[src/rtl/pipelined_prefix_adder.sv]
// Pipelined Kogge-Stone parallel-prefix adder/subtractor with a valid/ready
// handshake. The carry-in is folded into bit 0 before the first prefix level.
// A register follows every PIPE_EVERY prefix levels and also the last level.
// The whole pipeline stalls together when the output is held off.
module pipelined_prefix_adder #(
    parameter int WIDTH      = 32,
    parameter int PIPE_EVERY = 1,
    parameter int TAG_W      = 4
) (
    input  logic             clk,
    input  logic             rst,
    input  logic             in_valid,
    output logic             in_ready,
    input  logic [WIDTH-1:0] a,
    input  logic [WIDTH-1:0] b,
    input  logic             cin,
    input  logic             sub,
    input  logic [TAG_W-1:0] in_tag,
    output logic             out_valid,
    input  logic             out_ready,
    output logic [WIDTH-1:0] sum,
    output logic             cout,
    output logic             ovf,
    output logic [TAG_W-1:0] out_tag
);

    localparam int LOG2W = $clog2(WIDTH);

    if (WIDTH < 2 || WIDTH > 128 || (1 << LOG2W) != WIDTH) begin : g_bad_width
        $error("pipelined_prefix_adder: WIDTH must be a power of two in 2..128");
    end
    if (PIPE_EVERY < 1 || PIPE_EVERY > LOG2W) begin : g_bad_pipe
        $error("pipelined_prefix_adder: PIPE_EVERY must be in 1..log2(WIDTH)");
    end
    if (TAG_W < 1) begin : g_bad_tag
        $error("pipelined_prefix_adder: TAG_W must be at least 1");
    end

    // Sideband that rides unchanged through every prefix stage
    typedef struct packed {
        logic [WIDTH-1:0] p;      // stage-0 bitwise propagate, needed for the sum
        logic             am;     // sign bit of a
        logic             bm;     // sign bit of the effective b
        logic             c0;     // effective carry-in
        logic [TAG_W-1:0] tag;
    } side_t;

    logic             stall;
    logic [WIDTH-1:0] b_eff;
    logic             c0_in;

    logic             vld_p0;
    logic [WIDTH-1:0] g_p0;
    side_t            side_p0;

    // Operand conditioning: subtract is a + ~b + 1
    always_comb begin
        b_eff = sub ? ~b : b;
        c0_in = sub ? 1'b1 : cin;
    end

    // ---- stage 0: bitwise generate/propagate and sideband capture ----
    // Stage-0 register, advances whenever the pipeline is not stalled
    always_ff @(posedge clk) begin
        if (rst) begin
            vld_p0  <= 1'b0;
            g_p0    <= '0;
            side_p0 <= '0;
        end else if (!stall) begin
            vld_p0      <= in_valid;
            g_p0        <= a & b_eff;
            side_p0.p   <= a ^ b_eff;
            side_p0.am  <= a[WIDTH-1];
            side_p0.bm  <= b_eff[WIDTH-1];
            side_p0.c0  <= c0_in;
            side_p0.tag <= in_tag;
        end
    end

    // Level 0 is the folded stage-0 state; level k is the output of prefix level k
    for (genvar k = 0; k <= LOG2W; k++) begin : g_level
        logic [WIDTH-1:0] g_o;
        logic [WIDTH-1:0] p_o;
        side_t            side_o;
        logic             vld_o;

        if (k == 0) begin : g_src
            // Carry-in acts as generate bit -1 with propagate 0; merging it
            // into bit 0 here makes every group reaching bit 0 include it.
            assign g_o    = {g_p0[WIDTH-1:1], g_p0[0] | (side_p0.p[0] & side_p0.c0)};
            assign p_o    = {side_p0.p[WIDTH-1:1], 1'b0};
            assign side_o = side_p0;
            assign vld_o  = vld_p0;
        end else begin : g_stage
            localparam int D = 1 << (k - 1);
            logic [WIDTH-1:0] g_n;
            logic [WIDTH-1:0] p_n;

            // Prefix combine at span D; low bits already span down to bit -1
            always_comb begin
                g_n = g_level[k-1].g_o;
                p_n = g_level[k-1].p_o;
                for (int i = D; i < WIDTH; i++) begin
                    g_n[i] = g_level[k-1].g_o[i] | (g_level[k-1].p_o[i] & g_level[k-1].g_o[i-D]);
                    p_n[i] = g_level[k-1].p_o[i] & g_level[k-1].p_o[i-D];
                end
            end

            if ((k % PIPE_EVERY == 0) || (k == LOG2W)) begin : g_reg
                // ---- pipeline register after prefix level k ----
                // Stage register, holds on stall, clears on reset
                always_ff @(posedge clk) begin
                    if (rst) begin
                        vld_o  <= 1'b0;
                        g_o    <= '0;
                        p_o    <= '0;
                        side_o <= '0;
                    end else if (!stall) begin
                        vld_o  <= g_level[k-1].vld_o;
                        g_o    <= g_n;
                        p_o    <= p_n;
                        side_o <= g_level[k-1].side_o;
                    end
                end
            end else begin : g_comb
                assign vld_o  = g_level[k-1].vld_o;
                assign g_o    = g_n;
                assign p_o    = p_n;
                assign side_o = g_level[k-1].side_o;
            end
        end
    end

    // ---- output: sum XOR from the final register stage ----
    logic [WIDTH-1:0] g_f;
    logic [WIDTH-1:0] carry;
    logic [WIDTH-1:0] sum_raw;
    side_t            side_f;
    logic             vld_f;
    logic             unused_p;

    assign g_f      = g_level[LOG2W].g_o;
    assign side_f   = g_level[LOG2W].side_o;
    assign vld_f    = g_level[LOG2W].vld_o;
    // The full-width group propagate is not needed once all carries are known
    assign unused_p = ^g_level[LOG2W].p_o;

    assign carry   = {g_f[WIDTH-2:0], side_f.c0};
    assign sum_raw = side_f.p ^ carry;

    assign stall     = vld_f & ~out_ready;
    assign in_ready  = ~stall;
    assign out_valid = vld_f;
    assign sum       = sum_raw & {WIDTH{vld_f}};
    assign cout      = vld_f & g_f[WIDTH-1];
    assign ovf       = vld_f & (side_f.am == side_f.bm) & (sum_raw[WIDTH-1] != side_f.am);
    assign out_tag   = side_f.tag & {TAG_W{vld_f}};

endmodule

[config.mk]
export PLATFORM = sky130hd
export DESIGN_NAME = pipelined_prefix_adder
export DESIGN_NICKNAME = d
export VERILOG_FILES = /design/src/rtl/pipelined_prefix_adder.sv
export SDC_FILE = /design/constraint.sdc
export NUM_CORES = 1
export LEC_CHECK = 0
export BUFFER_PORTS_ARGS = -buffer_cell sky130_fd_sc_hd__buf_2
export CORE_ASPECT_RATIO = 1.2
export CORE_MARGIN = 3
export CORE_UTILIZATION = 39
export CTS_BUF_LIST = sky130_fd_sc_hd__clkbuf_8 sky130_fd_sc_hd__clkbuf_16
export CTS_CLUSTER_SIZE = 24
export DETAILED_ROUTE_END_ITERATION = 10
export SYNTH_ARGS = -nofsm -noshare
export SYNTH_HDL_FRONTEND = slang
export SYNTH_SLANG_ARGS = --single-unit
[constraint.sdc]
create_clock -name clk -period 3.4 [get_ports clk]
set_input_delay 0.51 -clock clk [delete_from_list [all_inputs] [get_ports clk]]
set_output_delay 0.51 -clock clk [all_outputs]
set_load 0.01 [all_outputs]
==> results by group, run 1 <==
Routing
  • Detailed-routing wirelength on met1: 24900 um
  • DRC errors left: 0
  • First-iteration detailed-routing DRC count: 1369
  • Via density per instance: 5.11
  • Sum of met2 wire segment lengths after detailed routing: 22100 um
  • Vias: 16.0k
  • Drt pass-1 iters: 5
  • Detailed-routed wire length on met3: 2340 um
  • Post-detailed-route count of antenna-violating nets: 0
  • Total wire length: 50100 um
  • Wire length per cell: 16.0 um
  • Highest metal layer used by the detailed router: met4

Global route
  • Vias in the first global route: 15.0k
  • GRT Residual Overflow: 0
  • Antenna violations before repair: 0
  • Wire length of the first global-routing pass: 81100 um
  • Total Routing Usage GR: 18.3%
  • Largest net degree at the start of global routing: 237

Clocking
  • Htree depth: 2
  • Clock Sink Count: 530
  • Clock slew at the register clock pins of the worst setup and hold paths: 0.06 ns
  • Number of buffers added to fix hold violations after cts: 0
  • Gates resized, CTS repair: 0
  • Inserted Clock Buffers: 54
  • Post-CTS setup buffer count: 0
  • Clk buf depth: 3
  • Insertion delay to the later sink of the worst-skew pair: 0.59 ns
  • CTS tree: done
  • CTS root buffer: sky130_fd_sc_hd__clkbuf_16

Timing
  • Count of final max-slew check failures: 0
  • Hold slack final: 0.166 ns
  • Final hold viol count: 0
  • Slew at the pin closest to its max-slew limit: 1.01 ns
  • PnR worst setup slack: 0.181 ns
  • Final worst path period share: 94.7%
  • Relative slew slack: 32.4%
  • Maximum clock skew at final layout: 0.0105 ns
  • Timing-limited maximum frequency: 311 MHz
  • Total negative slack for setup checks: 0 ns
  • Time the final worst path needs with I/O delays and setup: 3.22 ns
  • Unrepaired setup endpoints after global routing: no
  • Final setup vio count: 0

Cells and area
  • Post-route standard cell area excluding fillers: 22500 um^2
  • Total Nets Final: 2555
  • Share of final-layout standard cells stronger than drive strength 1: 8.76%
  • Final standard cell utilization of the core: 44.4%
  • Total of fill cells in the finished design: 5065
  • Area of the multi-input gates: 8470 um^2
  • Final Instance Count excl. Fillers: 3132
  • P&R area growth vs syn: 11.6%
  • Number of antenna cells inserted: 0
  • Area used by sequential logic in the layout: 10600 um^2

Logic synthesis
  • Number of unique standard cell types used by synthesis: 21
  • Synthesized netlist net count: 2548
  • Post-synthesis sequential element count: 530
  • Syn Std Cell Area: 20200 um^2
  • Synthesized instance count: 2442
  • Part of the Yosys area used for sequential elements: 52.6%
  • Avg Cell Area, Syn: 8.26 um^2
  • Warnings, synthesis: 0

Status
  • Outcome: finished, final reports clean

Placement
  • Placer congestion estimate: 0.791
  • Area after DPL: 20800 um^2
  • Placed cells: 3037
  • Dpl hpwl: 33000 um
  • Worst slack after detailed placement: 0.926 ns
  • Port-buffer cells: 113

Critical path
  • Crit path buffers/inverters: 3
  • Worst setup EP type: primary output
  • Critical path peak fanout: 236
  • Slowest cell on the critical path: sky130_fd_sc_hd__nor2b_4
  • Category of the worst setup path launch point: register
  • Delay contributed by the slowest stage of the critical path: 0.60 ns
  • Kind of critical path: reg2out
  • Required @ worst endpoint: 2.89 ns
  • Reg2reg path depth: 6
  • Cell type group with the largest total delay on the critical path: buffers and inverters
  • Worst EP arrival: 2.71 ns
  • Register-to-register path setup slack: 0.77 ns
  • Cell Chain, Critical Path: buf_4 -> nor2b_4 -> inv_16 -> buf_2
  • Endpoint of the worst register-to-register path: g_level[4].p_o[30]
  • Reg-to-reg startpoint: out_valid

Floorplanning
  • I/O pin count: 114
  • Site row count: 90
  • Y dimension of the die: 255 um
  • Width of the die: 214 um
  • Die area: 54500 um^2
  • Initial Utilization: 39.8%
  • Area of the core: 50700 um^2

Job
  • Maxcap violations: 0

Pwr
  • Sum of internal, switching and leakage power: 12.9 mW
  • Maximum resistive drop on vdd: 0.361 mV
  • Pwr/cell area: 571 nW/um^2
  • Leakage power figure: 8.53 nW

Min path
  • Launch point of the worst hold path: in_tag[3]
  • Hold Path Sink: g_level[0].side_o[3]
  • Class of the most critical hold timing path: in2reg
  • Hold-critical path depth: 3
## where the power goes
group	leakage, nW	switching [mW]	internal [mW]
clock network	0.923	2.35	3.35
registers	4.31	0.198	6.41
logic	3.31	0.330	0.222
## how the worst max path moves through the flow
stage	start	end	slack, ns	depth (start not counted)
2_1_floorplan	sub	g_level[0].p_o[10]	1.79	6
3_3_place_gp	out_valid	in_ready	0.99	4
3_5_place_dp	out_valid	in_ready	0.93	4
4_1_cts	out_valid	in_ready	0.28	4
5_1_grt	out_valid	in_ready	0.08	4
6_report	out_valid	in_ready	0.18	4
## Yosys cell counts, drive strengths merged
cell    instances  area [um^2]
a21boi          1         7.51
nor2          136          510
clkbuf         63          236
nor3          133          666
dfxtp         530        10600
buf           121          846
xor2           63          552
and2           36          225
a21o            1         7.51
a21oi         397         1990
nand2         696         2610
or3             1         6.26
nand3          99          495
ha             32          400
nor2b           2         20.0
inv             1         6.26
xnor2           1         8.76
a211oi        129          968
## layout make-up
type	instances	share of cell area (%)
Clock buffer	73	7.32
Tap cell	644	3.58
Clock inverter	22	0.411
Multi-Input combinational cell	1727	37.6
Inverter	1	0.0889
Sequential cell	530	47.1
Timing Repair Buffer	135	3.85
## logic make-up (layout without fill, tap and decap cells)
family                   after synthesis  count (layout)  synth area share [%]
flip-flops                           530             530                  52.6
adder cells (fa/ha/maj)               32              32                  1.99
AO/OA/AOI/OAI                        528             528                  14.7
XOR/XNOR                              64              64                  2.78
AND/OR/NAND/NOR                     1103            1103                  22.5
buffers and inverters                185             231                  5.40
## state kept, by name, indices dropped and copies added (netlist names)
register,flops
g_p0,32
g_level.side_o,202
g_level.p_o,129
carry,1
g_f,32
out_valid,1
g_level.vld_o,5
g_level.g_o,128
## placed cells by master (no fill, tap or decap)
cell and count:
sky130_fd_sc_hd__a211oi_1 129, sky130_fd_sc_hd__a21boi_0 1, sky130_fd_sc_hd__a21o_1 1, sky130_fd_sc_hd__a21oi_1 397, sky130_fd_sc_hd__and2_1 36, sky130_fd_sc_hd__buf_12 10
sky130_fd_sc_hd__buf_2 112, sky130_fd_sc_hd__buf_4 12, sky130_fd_sc_hd__buf_8 1, sky130_fd_sc_hd__clkbuf_16 57, sky130_fd_sc_hd__clkbuf_8 16, sky130_fd_sc_hd__clkinv_2 8
sky130_fd_sc_hd__dfxtp_1 530, sky130_fd_sc_hd__ha_1 32, sky130_fd_sc_hd__inv_1 14, sky130_fd_sc_hd__inv_16 1, sky130_fd_sc_hd__nand2_1 696, sky130_fd_sc_hd__nand3_1 99
sky130_fd_sc_hd__nor2_1 136, sky130_fd_sc_hd__nor2b_1 1, sky130_fd_sc_hd__nor2b_4 1, sky130_fd_sc_hd__nor3_1 133, sky130_fd_sc_hd__or3_1 1, sky130_fd_sc_hd__xnor2_1 1
sky130_fd_sc_hd__xor2_1 63
## routing by layer
metal | up-vias | GRT usage, %
li1 | 8229 | -
met1 | 7403 | 27.3
met2 | 328 | 28.0
met3 | 50 | 2.76
met4 | 0 | 4.23
met5 | - | 0
## tightest hold or removal path: stages
cell and delay, ns:
sky130_fd_sc_hd__buf_2 0.10, sky130_fd_sc_hd__nand2_1 0.05, sky130_fd_sc_hd__a21oi_1 0.05
No activity file was read; power rests on OpenSTA's default activity.
==> run 2: changes to the inputs <==
--- a/config.mk
+++ b/config.mk
@@ -6,12 +6,15 @@
 export NUM_CORES = 1
 export LEC_CHECK = 0
 export BUFFER_PORTS_ARGS = -buffer_cell sky130_fd_sc_hd__buf_2
+export CELL_PAD_IN_SITES_DETAIL_PLACEMENT = 0
+export CELL_PAD_IN_SITES_GLOBAL_PLACEMENT = 1
 export CORE_ASPECT_RATIO = 1.2
 export CORE_MARGIN = 3
 export CORE_UTILIZATION = 39
 export CTS_BUF_LIST = sky130_fd_sc_hd__clkbuf_8 sky130_fd_sc_hd__clkbuf_16
 export CTS_CLUSTER_SIZE = 24
 export DETAILED_ROUTE_END_ITERATION = 10
+export PLACE_DENSITY_LB_ADDON = 0.1
 export SYNTH_ARGS = -nofsm -noshare
 export SYNTH_HDL_FRONTEND = slang
 export SYNTH_SLANG_ARGS = --single-unit
==> results by group, run 2 (synthesized netlist as in run 1, its figures left out) <==
Global route
  • Vias in the first global route: 14.8k (was 15.0k)
  • GRT Residual Overflow: 0 (unchanged)
  • Wire length of the first global-routing pass: 86500 um (was 81100 um)
  • Total Routing Usage GR: 20.1% (was 18.3%)
  • Largest net degree at the start of global routing: 219 (was 237)
  • Antenna violations before repair: 1 (was 0)

Pwr
  • Leakage power figure: 8.53 nW (about the same)
  • Internal Dissipation: 9.98 mW (was 9.97 mW)
  • Net switching power of the design: 2.97 mW (was 2.88 mW)
  • Sum of internal, switching and leakage power: 13.0 mW (was 12.9 mW)
  • Clock power frac: 44.6% (was 44.3%)
  • Maximum resistive drop on vdd: 0.301 mV (was 0.361 mV)
  • Gate power share: 4.4% (was 4.3%)
  • Sw frac: 22.9% (was 22.4%)
  • Pwr/cell area: 576 nW/um^2 (was 571 nW/um^2)
  • Reg power frac: 51.0% (was 51.4%)

Routing
  • Total wire length: 55300 um (was 50100 um)
  • Post-detailed-route count of antenna-violating nets: 0 (unchanged)
  • Vias: 16.0k (about the same)
  • Via density per instance: 5.10 (was 5.11)
  • DRC errors left: 0 (unchanged)
  • Wire length per cell: 17.7 um (was 16.0 um)
  • First-iteration detailed-routing DRC count: 1350 (was 1369)
  • Drt pass-1 iters: 5 (unchanged)

Cells and area
  • Biggest regs: g_level.side_o: 202 flops, g_level.p_o: 129 flops, g_level.g_o: 128 flops (unchanged)
  • Biggest register: g_level.side_o (unchanged)
  • Most common library cell in the layout ignoring fill and taps: sky130_fd_sc_hd__nand2_1 (unchanged)
  • Total Nets Final: 2552 (was 2555)
  • Total of fill cells in the finished design: 5208 (was 5065)
  • Number of antenna cells inserted: 0 (unchanged)
  • Top library cells by usage in the layout, fill and taps aside: sky130_fd_sc_hd__nand2_1, sky130_fd_sc_hd__dfxtp_1, sky130_fd_sc_hd__a21oi_1, sky130_fd_sc_hd__nor2_1, sky130_fd_sc_hd__nor3_1 (unchanged)
  • P&R area growth vs syn: 11.5% (was 11.6%)
  • Number of flip-flops in the largest register: 202 (unchanged)
  • Share of final-layout standard cells stronger than drive strength 1: 8.60% (was 8.76%)

Critical path
  • Required @ worst endpoint: 2.89 ns (about the same)
  • Reg-to-reg startpoint: out_valid (unchanged)
  • Worst EP arrival: 2.14 ns (was 2.71 ns)
  • Endpoint of the worst register-to-register path: g_f[9] (was g_level[4].p_o[30])
  • Critical path peak fanout: 218 (was 236)
  • Worst setup EP type: primary output (unchanged)
  • Kind of critical path: reg2out (unchanged)
  • Register-to-register path setup slack: 1.22 ns (was 0.77 ns)
  • Critical path origin: out_valid (unchanged)
  • End point of the critical path: in_ready (unchanged)
  • Reg2reg path depth: 5 (was 6)
  • Category of the worst setup path launch point: register (unchanged)

Clocking
  • Gates resized, CTS repair: 0 (unchanged)
  • Clock slew at the register clock pins of the worst setup and hold paths: 0.06 ns (about the same)
  • CTS tree: done (unchanged)
  • Insertion delay to the later sink of the worst-skew pair: 0.61 ns (was 0.59 ns)
  • Post-CTS setup buffer count: 0 (unchanged)
  • Clk buf depth: 3 (unchanged)
  • Inserted Clock Buffers: 54 (unchanged)
  • CTS root buffer: sky130_fd_sc_hd__clkbuf_16 (unchanged)
  • Clock Sink Count: 530 (unchanged)
  • Number of buffers added to fix hold violations after cts: 0 (unchanged)
  • Htree depth: 2 (unchanged)

Floorplanning
  • Area of the core: 50700 um^2 (unchanged)
  • Width of the die: 214 um (unchanged)
  • Y dimension of the die: 255 um (unchanged)
  • Site row count: 90 (unchanged)
  • I/O pin count: 114 (unchanged)
  • Die area: 54500 um^2 (unchanged)
  • Initial Utilization: 39.8% (unchanged)

Placement
  • Worst slack after detailed placement: 0.988 ns (was 0.926 ns)
  • Port-buffer cells: 113 (unchanged)
  • Dpl hpwl: 36300 um (was 33000 um)
  • Placer congestion estimate: 0.800 (was 0.791)

Status
  • Outcome: finished, final reports clean (unchanged)

Timing
  • Final worst path period share: 77.9% (was 94.7%)
  • Timing-limited maximum frequency: 377 MHz (was 311 MHz)
  • Final setup vio count: 0 (unchanged)
  • Relative slew slack: 21.9% (was 32.4%)
  • Total negative slack for setup checks: 0 ns (unchanged)
  • Maximum clock skew at final layout: 0.0187 ns (was 0.0105 ns)
  • PnR worst setup slack: 0.750 ns (was 0.181 ns)
  • Count of final max-slew check failures: 0 (unchanged)
  • Time the final worst path needs with I/O delays and setup: 2.65 ns (was 3.22 ns)
  • Unrepaired setup endpoints after global routing: no (unchanged)
  • Slew at the pin closest to its max-slew limit: 1.17 ns (was 1.01 ns)
  • Final hold viol count: 0 (unchanged)

Job
  • Maxcap violations: 0 (unchanged)

Min path
  • Class of the most critical hold timing path: in2reg (unchanged)
run 2: changes by cell type in the layout (fill, tap and decap cells not counted):
cell | previous run | this run
sky130_fd_sc_hd__clkbuf_16 | 57 | 55
sky130_fd_sc_hd__clkinvlp_4 | 0 | 1
sky130_fd_sc_hd__buf_4 | 12 | 10
sky130_fd_sc_hd__inv_1 | 14 | 19
sky130_fd_sc_hd__inv_6 | 0 | 1
sky130_fd_sc_hd__bufinv_16 | 0 | 2
sky130_fd_sc_hd__buf_12 | 10 | 9
sky130_fd_sc_hd__clkbuf_8 | 16 | 13
run 2: layer usage:
layer | part of all wire, % | global-route usage (%) | vias up | wire [um]
li1 | - | - | 8228 | -
met1 | 48 | 28.6 | 7394 | 26700
met2 | 46 | 32.3 | 281 | 25600
met3 | 3.6 | 2.92 | 67 | 1990
met4 | 1.9 | 4.85 | 0 | 1050
met5 | 0 | 0 | - | 0
run 2: how the worst min path moves through the flow:
stage | slack (ns) | endpoint | depth (start not counted) | from
global placement | 0.44 | g_level[5].side_o[0] | 2 | g_level[5].side_o[0]
CTS | 0.11 | g_level[0].side_o[3] | 3 | in_tag[3]
finish | 0.15 | g_level[0].side_o[3] | 3 | in_tag[3]
detailed placement | 0.44 | g_level[5].side_o[0] | 2 | g_level[5].side_o[0]
global route | 0.14 | g_level[0].side_o[3] | 3 | in_tag[3]
floorplan | 0.43 | g_level[5].side_o[0] | 2 | g_level[5].side_o[0]
run 2: power by group through the flow:
stage	Sequential, mW	Combinational [mW]	Clock, mW
floorplan	6.65	0.390	0
global placement	6.74	0.575	0
detailed placement	6.74	0.580	0
CTS	6.60	0.586	5.97
global route	6.62	0.656	6.20
finish	6.60	0.574	5.78
run 2: critical path: stages, from the launching register on:
cell,delay (ns)
sky130_fd_sc_hd__dfxtp_1,0.33
sky130_fd_sc_hd__nor2b_4,0.41
sky130_fd_sc_hd__inv_16,0.25
sky130_fd_sc_hd__buf_2,0.32
run 2: metrics by stage:
stage | hold slack [ns] | std cells | area (um^2) | utilization [%]
finish | 0.153 | 3133 | 22500 | 44.4
global route | 0.137 | 3133 | 22500 | 44.4
CTS | 0.112 | 3133 | 22500 | 44.4
detailed placement | 0.439 | 3034 | 20700 | 40.9
global placement | 0.436 | 3034 | 20700 | 40.9
floorplan | 0.427 | 2442 | 20200 | -
run 2: final cells by class:
type | count | area [um^2] | share of cell area [%]
Sequential cell | 530 | 10600 | 47.2
Multi-Input combinational cell | 1727 | 8470 | 37.7
Clock buffer | 68 | 1560 | 6.92
Timing Repair Buffer | 132 | 831 | 3.70
Tap cell | 644 | 806 | 3.58
Clock inverter | 31 | 188 | 0.835
Inverter | 1 | 20.0 | 0.0891
==> run 3: changes to the inputs <==
==> constraint.sdc (replaced) <==
create_clock -name clk -period 2.6 [get_ports clk]
set_input_delay 0.39 -clock clk [delete_from_list [all_inputs] [get_ports clk]]
set_output_delay 0.39 -clock clk [all_outputs]
set_load 0.01 [all_outputs]
==> results by group, run 3 (synthesized netlist as in run 1, its figures left out) <==
Cells and area
  • Final Instance Count excl. Fillers: 3149 (was 3133)
  • P&R area growth vs syn: 13.1% (was 11.5%)
  • Share of final-layout standard cells stronger than drive strength 1: 9.42% (was 8.60%)
  • Top library cells by usage in the layout, fill and taps aside: sky130_fd_sc_hd__nand2_1, sky130_fd_sc_hd__dfxtp_1, sky130_fd_sc_hd__a21oi_1, sky130_fd_sc_hd__nor2_1, sky130_fd_sc_hd__nor3_1 (unchanged)
  • Biggest register: g_level.side_o (unchanged)
  • Most common library cell in the layout ignoring fill and taps: sky130_fd_sc_hd__nand2_1 (unchanged)
  • Total of fill cells in the finished design: 5226 (was 5208)
  • Post-route standard cell area excluding fillers: 22800 um^2 (was 22500 um^2)
  • Biggest regs: g_level.side_o: 202 flops, g_level.p_o: 129 flops, g_level.g_o: 128 flops (unchanged)
  • Number of flip-flops in the largest register: 202 (unchanged)
  • Total Nets Final: 2570 (was 2552)

Job
  • Maxcap violations: 0 (unchanged)

Timing
  • Relative slew slack: 53.9% (was 21.9%)
  • Time the final worst path needs with I/O delays and setup: 2.29 ns
  • Count of final max-slew check failures: 0 (unchanged)
  • Final hold viol count: 0 (unchanged)
  • Slew at the pin closest to its max-slew limit: 0.687 ns (was 1.17 ns)
  • Unrepaired setup endpoints after global routing: no (unchanged)
  • Final worst path period share: 88.0%
  • Maximum clock skew at final layout: 0.0117 ns (was 0.0187 ns)
  • Final setup vio count: 0 (unchanged)
  • Timing-limited maximum frequency: 437 MHz
  • Total negative slack for setup checks: 0 ns (unchanged)

Clocking
  • Insertion delay to the later sink of the worst-skew pair: 0.60 ns (was 0.61 ns)
  • Clk buf depth: 3 (unchanged)
  • Htree depth: 2 (unchanged)
  • Number of buffers added to fix hold violations after cts: 0 (unchanged)
  • CTS tree: done (unchanged)
  • CTS root buffer: sky130_fd_sc_hd__clkbuf_16 (unchanged)
  • Clock slew at the register clock pins of the worst setup and hold paths: 0.06 ns (about the same)
  • Clock Sink Count: 530 (unchanged)
  • Post-CTS setup buffer count: 0 (unchanged)
  • Inserted Clock Buffers: 54 (unchanged)
  • Gates resized, CTS repair: 0 (unchanged)

Min path
  • Class of the most critical hold timing path: in2reg (unchanged)

Critical path
  • Critical path peak fanout: 114 (was 218)
  • Critical path origin: out_valid (unchanged)
  • Required @ worst endpoint: 2.21 ns (was 2.89 ns)
  • Kind of critical path: reg2out (unchanged)
  • Category of the worst setup path launch point: register (unchanged)
  • Worst EP arrival: 1.90 ns (was 2.14 ns)
  • Delay contributed by the slowest stage of the critical path: 0.40 ns (was 0.41 ns)
  • Worst setup EP type: primary output (unchanged)
  • Register-to-register path setup slack: 0.73 ns (was 1.22 ns)
  • Reg2reg path depth: 5 (unchanged)
  • Reg-to-reg startpoint: out_valid (unchanged)
  • Slowest cell on the critical path: sky130_fd_sc_hd__nor2b_4 (unchanged)
  • End point of the critical path: in_ready (unchanged)
  • Endpoint of the worst register-to-register path: g_level[1].g_o[24] (was g_f[9])
  • Cell Chain, Critical Path: nor2b_4 -> inv_16 -> buf_2 (unchanged)

Routing
  • Wire length per cell: 17.6 um (was 17.7 um)
  • Vias: 15.9k (was 16.0k)
  • Total wire length: 55400 um (was 55300 um)
  • First-iteration detailed-routing DRC count: 1130 (was 1350)
  • Post-detailed-route count of antenna-violating nets: 0 (unchanged)
  • DRC errors left: 0 (unchanged)
  • Via density per instance: 5.06 (was 5.10)
  • Drt pass-1 iters: 5 (unchanged)

Global route
  • Vias in the first global route: 15.4k (was 14.8k)
  • GRT Residual Overflow: 0 (unchanged)
  • Antenna violations before repair: 1 (unchanged)
  • Largest net degree at the start of global routing: 115 (was 219)
  • Wire length of the first global-routing pass: 87400 um (was 86500 um)
  • Total Routing Usage GR: 20.3% (was 20.1%)

Pwr
  • Maximum resistive drop on vdd: 0.581 mV (was 0.301 mV)
  • Pwr/cell area: 752 nW/um^2 (was 576 nW/um^2)
  • Gate power share: 4.4% (about the same)
  • Reg power frac: 50.4% (was 51.0%)
  • Internal Dissipation: 13.3 mW (was 9.98 mW)
  • Net switching power of the design: 3.88 mW (was 2.97 mW)
  • Clock power frac: 45.2% (was 44.6%)
  • Sw frac: 22.6% (was 22.9%)
  • Leakage power figure: 8.67 nW (was 8.53 nW)

Floorplanning
  • Area of the core: 50700 um^2 (unchanged)
  • Initial Utilization: 39.8% (unchanged)
  • Width of the die: 214 um (unchanged)
  • Die area: 54500 um^2 (unchanged)
  • I/O pin count: 114 (unchanged)
  • Y dimension of the die: 255 um (unchanged)
  • Site row count: 90 (unchanged)

Placement
  • Placed cells: 3052 (was 3034)
  • Area after DPL: 21000 um^2 (was 20700 um^2)
  • Placer congestion estimate: 0.786 (was 0.800)
  • Port-buffer cells: 113 (unchanged)
  • Dpl hpwl: 37600 um (was 36300 um)

Status
  • Outcome: finished, final reports clean (unchanged)
==> run 3: power by group through the flow <==
stage	sequential (mW)	combinational, mW	clock (mW)
after global placement	8.82	0.747	0
final	8.64	0.748	7.76
after floorplan	8.70	0.510	0
after global routing	8.67	0.853	8.30
after detailed placement	8.82	0.752	0
after CTS	8.64	0.760	8.00
==> run 3: cell type report <==
class | instances | area, um^2 | share of cell area, %
tap | 644 | 806 | 3.53
clock buffer | 73 | 1650 | 7.22
clock inverter | 23 | 155 | 0.680
inverter | 1 | 20.0 | 0.0878
antenna | 1 | 2.50 | 0.0110
multi-input combinational | 1727 | 8470 | 37.1
sequential | 530 | 10600 | 46.5
timing repair buffer | 150 | 1100 | 4.84
==> run 3: worst min path at each step <==
stage	start	endpoint	slack [ns]	cells past startpoint
final	in_valid	g_level[0].vld_o	0.04	3
after CTS	in_valid	g_level[0].vld_o	0.001	3
after global routing	in_tag[3]	g_level[0].side_o[3]	0.02	3
after detailed placement	g_level[1].side_o[4]	g_level[1].side_o[4]	0.44	2
after floorplan	g_level[5].side_o[0]	g_level[5].side_o[0]	0.43	2
after global placement	g_level[5].side_o[3]	g_level[5].side_o[3]	0.44	2
==> run 3: metal layers <==
layer	global-route usage, %	routed length (um)
met5	0	0
met4	6.14	1370
met3	2.65	1910
met2	33.0	25500
met1	28.3	26700
==> run 3: metrics by stage <==
step | hold WS [ns] | power (mW) | utilization, % | setup slack [ns]
final | 0.0358 | 17.1 | 45.0 | 0.312
after detailed placement | 0.444 | 9.58 | 41.5 | 0.617
after global placement | 0.435 | 9.57 | 41.5 | 0.606
after global routing | 0.0223 | 17.8 | 45.0 | 0.258
after floorplan | 0.427 | 9.21 | - | 1.11
after CTS | 0.00108 | 17.4 | 45.0 | 0.299
==> run 3: critical path, delay by kind of cell (launching register included) <==
family | cells | cell delay, ns
buf+inv | 2 | 0.46
flops | 1 | 0.33
simple gates | 1 | 0.40
